[src/rtl/eq_seq_ctrl.sv]
// eq_seq_ctrl: W-bit equality compare through one shared 2-bit eq2 slice, LSB slice first.
// Define EQ_SEQ_EARLY_EXIT_EN to finish on the first mismatching slice.
module eq2 (
    input  logic [1:0] x,
    input  logic [1:0] y,
    output logic       eq
);
    assign eq = (x == y);
endmodule

module eq_seq_ctrl #(
    parameter int W = 8
) (
    input  logic                   clk,
    input  logic                   reset_n,
    input  logic                   start,
    input  logic [W-1:0]           a,
    input  logic [W-1:0]           b,
    output logic                   busy,
    output logic                   done,
    output logic                   eq,
    output logic [$clog2(W/2)-1:0] idx
);
    localparam int S  = W / 2;
    localparam int IW = $clog2(W / 2);

    typedef enum logic [1:0] {IDLE, CMP, FIN} state_t;

    state_t        state, nxt;
    logic [W-1:0]  ra, rb;
    logic [IW-1:0] cnt, fm;
    logic          acc, seen, slice_eq, last, ex, first;

    eq2 u_eq2 (
        .x (ra[{cnt, 1'b0} +: 2]),
        .y (rb[{cnt, 1'b0} +: 2]),
        .eq(slice_eq)
    );

    assign last  = (cnt == IW'(S - 1));
    assign first = ~slice_eq & ~seen;
`ifdef EQ_SEQ_EARLY_EXIT_EN
    assign ex = last | ~slice_eq;
`else
    assign ex = last;
`endif

    always_comb begin
        nxt  = state;
        busy = (state == CMP);
        done = (state == FIN);
        if (state == CMP)
            nxt = ex ? FIN : CMP;
        else
            nxt = start ? CMP : IDLE;
    end

    always_ff @(posedge clk) begin
        if (!reset_n) begin
            state <= IDLE;
            ra    <= '0;
            rb    <= '0;
            cnt   <= '0;
            fm    <= '0;
            acc   <= 1'b0;
            seen  <= 1'b0;
            eq    <= 1'b0;
            idx   <= '0;
        end else begin
            state <= nxt;
            if (state != CMP && start) begin
                ra   <= a;
                rb   <= b;
                cnt  <= '0;
                acc  <= 1'b1;
                fm   <= '0;
                seen <= 1'b0;
            end else if (state == CMP) begin
                acc <= acc & slice_eq;
                if (first) begin
                    fm   <= cnt;
                    seen <= 1'b1;
                end
                // the final slice's mismatch is not yet in fm, so take it straight from cnt
                if (ex) begin
                    eq  <= acc & slice_eq;
                    idx <= first ? cnt : fm;
                end else begin
                    cnt <= cnt + 1'b1;
                end
            end
        end
    end
endmodule

[config.mk]
export PLATFORM = sky130hd
export DESIGN_NAME = eq_seq_ctrl
export DESIGN_NICKNAME = d
export VERILOG_FILES = /design/src/rtl/eq_seq_ctrl.sv
export SDC_FILE = /design/constraint.sdc
export NUM_CORES = 1
export LEC_CHECK = 0
export BUFFER_PORTS_ARGS = -buffer_cell sky130_fd_sc_hd__buf_2
export CORE_ASPECT_RATIO = 0.7
export CORE_MARGIN = 8
export CORE_UTILIZATION = 40
export DETAILED_ROUTE_END_ITERATION = 7
export SYNTH_ARGS = -nofsm -noshare
export SYNTH_HDL_FRONTEND = slang
export SYNTH_HIERARCHICAL = 1
export SYNTH_SLANG_ARGS = --single-unit
[constraint.sdc]
create_clock -name clk -period 3.4 [get_ports clk]
set_input_delay 0.17 -clock clk [delete_from_list [all_inputs] [get_ports clk]]
set_output_delay 0.17 -clock clk [all_outputs]
set_load 0.05 [all_outputs]
# Word level (Yosys, flattened, before mapping)
# Cells that the tools add are included.
# word_totals
register_bits	27
inputBits	19
out_inout_bits	5
word_cells	36
# op_classes
add_sub_neg	1
n_eq_ne	5
n_shift	2
n_mux	6
n_bitwise	7
n_reduce_logical	6
# op_table
cell	count
8-bit by 4-bit indexed part select with 2-bit output	2
2-bit two-way mux	3
1-bit inverter	5
2-bit == test, second input constant	2
2-bit AND reduction	2
1-bit two-way mux	3
3-bit AND reduction	1
2-bit by 1-bit adder with 2-bit output, second input constant	1
1-bit bitwise AND	2
2-bit by 1-bit == test with 1-bit output, second input constant	1
2-bit == test	1
2-bit by 1-bit inequality test with 1-bit output, second input constant	1
2-bit nonzero test	1
2-bit OR reduction	1
1-bit logical AND	1

# Longest topological paths before layout
# logic_depth
word_depth	5
mapped_depth	7
depth_no_buf	6

# Modules after synthesis
# Netlist, hierarchy kept.
# by_module_without_submodules
mod	instances	cells_per_inst	area_per_inst_um2	seq_area_each_um2
eq_seq_ctrl	1	130	1197.4	540.5
eq2	1	3	21.3	0.0

# Worst setup path before layout
# Ideal clock, no wire load.
# synth_timing
path_type	register to register
start	register cnt[0]
end	register fm[0]
setup_time_ns	0.121
arrival_time_ns	1.814
t_required_ns	3.279
path_slack_ns	1.465
path_stages_with_launch	8
n_path_buf	1
period_less_slack_ns	1.935
path_cell_list	dfxtp_1 -> buf_2 -> mux4_2 -> xor2_1 -> nor2_1 -> nor4b_4 -> mux2i_1 -> nor2_1
# synth_between
elab_chain_cells	5
elab_cells_between_ends	6
classes_between	eq/ne (1); shift (2); mux (1); bitwise (2)
# synth_lines
element	line_no	source
start: declaration	31	logic [IW-1:0] cnt, fm;
start signal: assignment	89	cnt <= cnt + 1'b1;
8-bit by 4-bit indexed part select with 2-bit output (on tied branches)	35, 36	
2-bit == test (*)	8	assign eq = (x == y);
named net slice_eq	32	logic acc, seen, slice_eq, last, ex, first;
1-bit inverter (*)	41	assign first = ~slice_eq & ~seen;
1-bit bitwise AND (*)	41	
2-bit two-way mux (*)	n/a	
end signal: assignment	81	fm <= cnt;
end: declaration	31	
# The timed path passes the listed nets; every way through them passes the cells marked *.
# A chain may end at the register's enable or synchronous reset.

# Worst setup path in the final report
# Same ends and word-level chain as after synthesis.

==> run_results.csv <==
group,metric,value,unit
status,status,"finished, final reports clean",
synth,synthFlopType,"dfxtp_1",
layout,multi_input_area,596,um2
synth,synth_edf_count,0,
placed_design,post_dp_cell_area,1310,um2
min_path,hold_path.startpoint,"a[5]",
grt,grt_max_degree,23,
worst_setup_path,critPathLaunchType,"flip-flop",
job,drv_cap,0,
worst_setup_path,cpMostUsedCell,"nor2_1",
synth,syn_nets,153,
grt,met2_usage,17.3,%
worst_setup_path,cpPeakStageDelay,610,ps
routing,dr.pass1.iters,4,
clock_tree,post_cts_resized,0,
pwr,seqPwrFrac,56.4,%
layout,layout-drive-gt1-share,23.0,%
clock_tree,cts_max_level,1,
grt,grt_pass1_wl,4810,um
timing,fin_tns_setup,0,ps
timing,worst_slew_pin_slew,676,ps
synth,syn_avg_cell_area,9.16,um2
worst_setup_path,critical-path-top-delay-family,"multiplexers",
pwr,switching_share,26.1,%
clock_tree,ctsHoldBuffers,0,
placed_design,gp_congestion,0.757,
timing,setup_violations,0,
floorplanning,coreArea,2840,um2
worst_setup_path,crit_start,"cnt[0]",
routing,drc,0,
clock_tree,max-clock-path-buffers,2,
layout,regArea,541,um2
layout,area_growth,11.0,%
pwr,ir_drop,0.281,mV
timing,hold-worst-slack,136,ps
synth,ys_types,27,
placed_design,port_buffers,23,
grt,gr-total-overflow,0,
routing,antenna_left,0,
worst_setup_path,crit_fanout,10,
worst_setup_path,crit_arrival,2350,ps
grt,grt_antenna_before_repair,0,
placed_design,place_hpwl,1890,um
grt,track_usage,11.7,%
synth,synthTopCellsByArea,"dfxtp_1 44%, a21oi_1 8.6%, nand3_1 7.4%",
layout,num-fill-cells,287,
timing,post-route-min-period,2190,ps
timing,slew_headroom,54.9,%
worst_setup_path,r2r_slack,1210,ps
floorplanning,io_pins,24,
pwr,total_leakage_power,0.528,nW
layout,n_antenna_cell,0,
clock_tree,cts_setup_buffers,0,
synth,ys_async_sr_fraction,0,%
floorplanning,floorplan.initialDensity,42.9,%
routing,wirelength,2770,um
worst_setup_path,path_buf_inv,0,
clock_tree,cts_buffers,3,
timing,clock.fmax,457,MHz
pwr,p_int,0.451,mW
synth,synth-seq-cells,27,
worst_setup_path,cp-end-kind,"flip-flop",
layout,utilization,47.6,%
routing,viasPerCell,5.51,
layout,post-route-cell-area,1350,um2
pwr,netSwitchingPower,0.159,mW
worst_setup_path,cp.required,3560,ps
grt,grt_pass1_vias,1028,
clock_tree,cts_root_buf,"clkbuf_8",
clock_tree,cts_tree,"built",
worst_setup_path,cp_cell_sequence,"mux4_2 -> xor2_1 -> nor2_1 -> nor4b_4 -> mux2i_1 -> nor2_1",
placed_design,pre_cts_ws,1190,ps
floorplanning,die_area,5100,um2
synth,netlist_instances,133,
timing,skew,5.32,ps
floorplanning,dieHeight,62.2,um
synth,yosysWarnings,6,
grt,met1_usage,15.2,%
routing,avgRoutedWirePerCell,15.0,um
synth,synth_largest_area_cell,"dfxtp_1",
synth,yosys-top-cells-count,"27 x dfxtp_1, 21 x a21oi_1, 18 x nand3_1, 11 x o21ai_0, 9 x o21ai_1",
pwr,pwr-share-clk,29.6,%
worst_setup_path,crit-reg2reg-launch,"cnt[0]",
timing,final_max_slew_viol_count,0,
pwr,pwr_density_cell,451,nW/um2
synth,seq_area_frac_synth,44.4,%
clock_tree,path_clk_slew,90,ps
synth,synth.most_common_cell,"dfxtp_1",
timing,rsz0062_at_grt,"false",
floorplanning,dieWidth,82.0,um
grt,globalRoute.busiestLayer,"met2",
timing,hold_viol_final,0,
clock_tree,clock-sinks,27,
min_path,hp-class,"in -> reg",
timing,fin_ws,1210,ps
grt,use_met3,4.31,%
synth,synth_top_area_share,44.4,%
worst_setup_path,critPathKind,"reg -> reg",
clock_tree,clock_latency,270,ps
worst_setup_path,slowest_stage,"dfxtp_1",
pwr,combPwrFrac,14.0,%
layout,layout.nets,169,
routing,drt_iter0_drc,71,
synth,synth_area,1220,um2
routing,dr_total_vias,1014,
timing,finalCritPeriodShare,64.3,%
floorplanning,row_count,16,
[layout by cell type (no fill, tap or decap), drive strengths merged, types with 3 or more instances in the layout]
master	count
a21oi	21
buf	23
clkbuf	4
dfxtp	27
inv	3
mux2i	4
mux4	4
nand2	4
nand3	18
nor2	7
o21ai	20
[power by group through the flow]
stage / logic (mW) / clock network [mW] / registers (mW)
2_1_floorplan: 0.0723 / 0 / 0.345
3_3_place_gp: 0.0826 / 0 / 0.351
3_5_place_dp: 0.0857 / 0 / 0.351
4_1_cts: 0.0860 / 0.186 / 0.344
5_1_grt: 0.0948 / 0.197 / 0.346
6_report: 0.0856 / 0.181 / 0.344
[worst register-to-register path, cell delays in order, from the launching register on]
cell	delay, ps
dfxtp_1	610
mux4_2	580
xor2_1	170
nor2_1	120
nor4b_4	310
mux2i_1	240
nor2_1	50
[sequential cells by signal (all words and copies together), names as in the netlist]
register,cells
acc,1
cnt,2
eq,1
fm,2
idx,2
ra,8
rb,8
seen,1
state,2
[per-layer routing]
metal	wire [um]	vias up	share of wire, %
met4	40	0	1.4
met1	1430	476	51
li1	-	507	-
met3	139	6	5.0
met5	0	-	0
met2	1160	25	42
[area by class of cell]
class                           instances  area share, %
Clock buffer                            4           3.33
Inverter                                3          0.833
Multi-Input combinational cell         91           44.0
Sequential cell                        27           40.0
Tap cell                               36           3.33
Timing Repair Buffer                   23           8.51
[path summary, 6_finish.rpt]
kind / to / cells past startpoint
setup / recovery: fm[0] / 6
hold reg to reg: eq / 2
hold / removal: ra[5] / 3
setup reg to reg: fm[0] / 6
[kinds of logic (layout without fill, tap and decap cells)]
family	after synthesis	in the layout	synth area share (%)
flops	27	27	44.4
compound gates	44	44	18.5
mux	8	8	10.7
simple gates	36	36	17.2
xor+xnor	2	2	1.44
fa+ha+maj	1	1	1.03
buf+inv	15	30	6.78
[stage by stage]
stage          instances  power [mW]
2_1_floorplan        133       0.417
3_3_place_gp         180       0.433
3_5_place_dp         180       0.437
4_1_cts              184       0.616
5_1_grt              184       0.639
6_report             184       0.610
No activity file was read; power rests on OpenSTA's default activity.
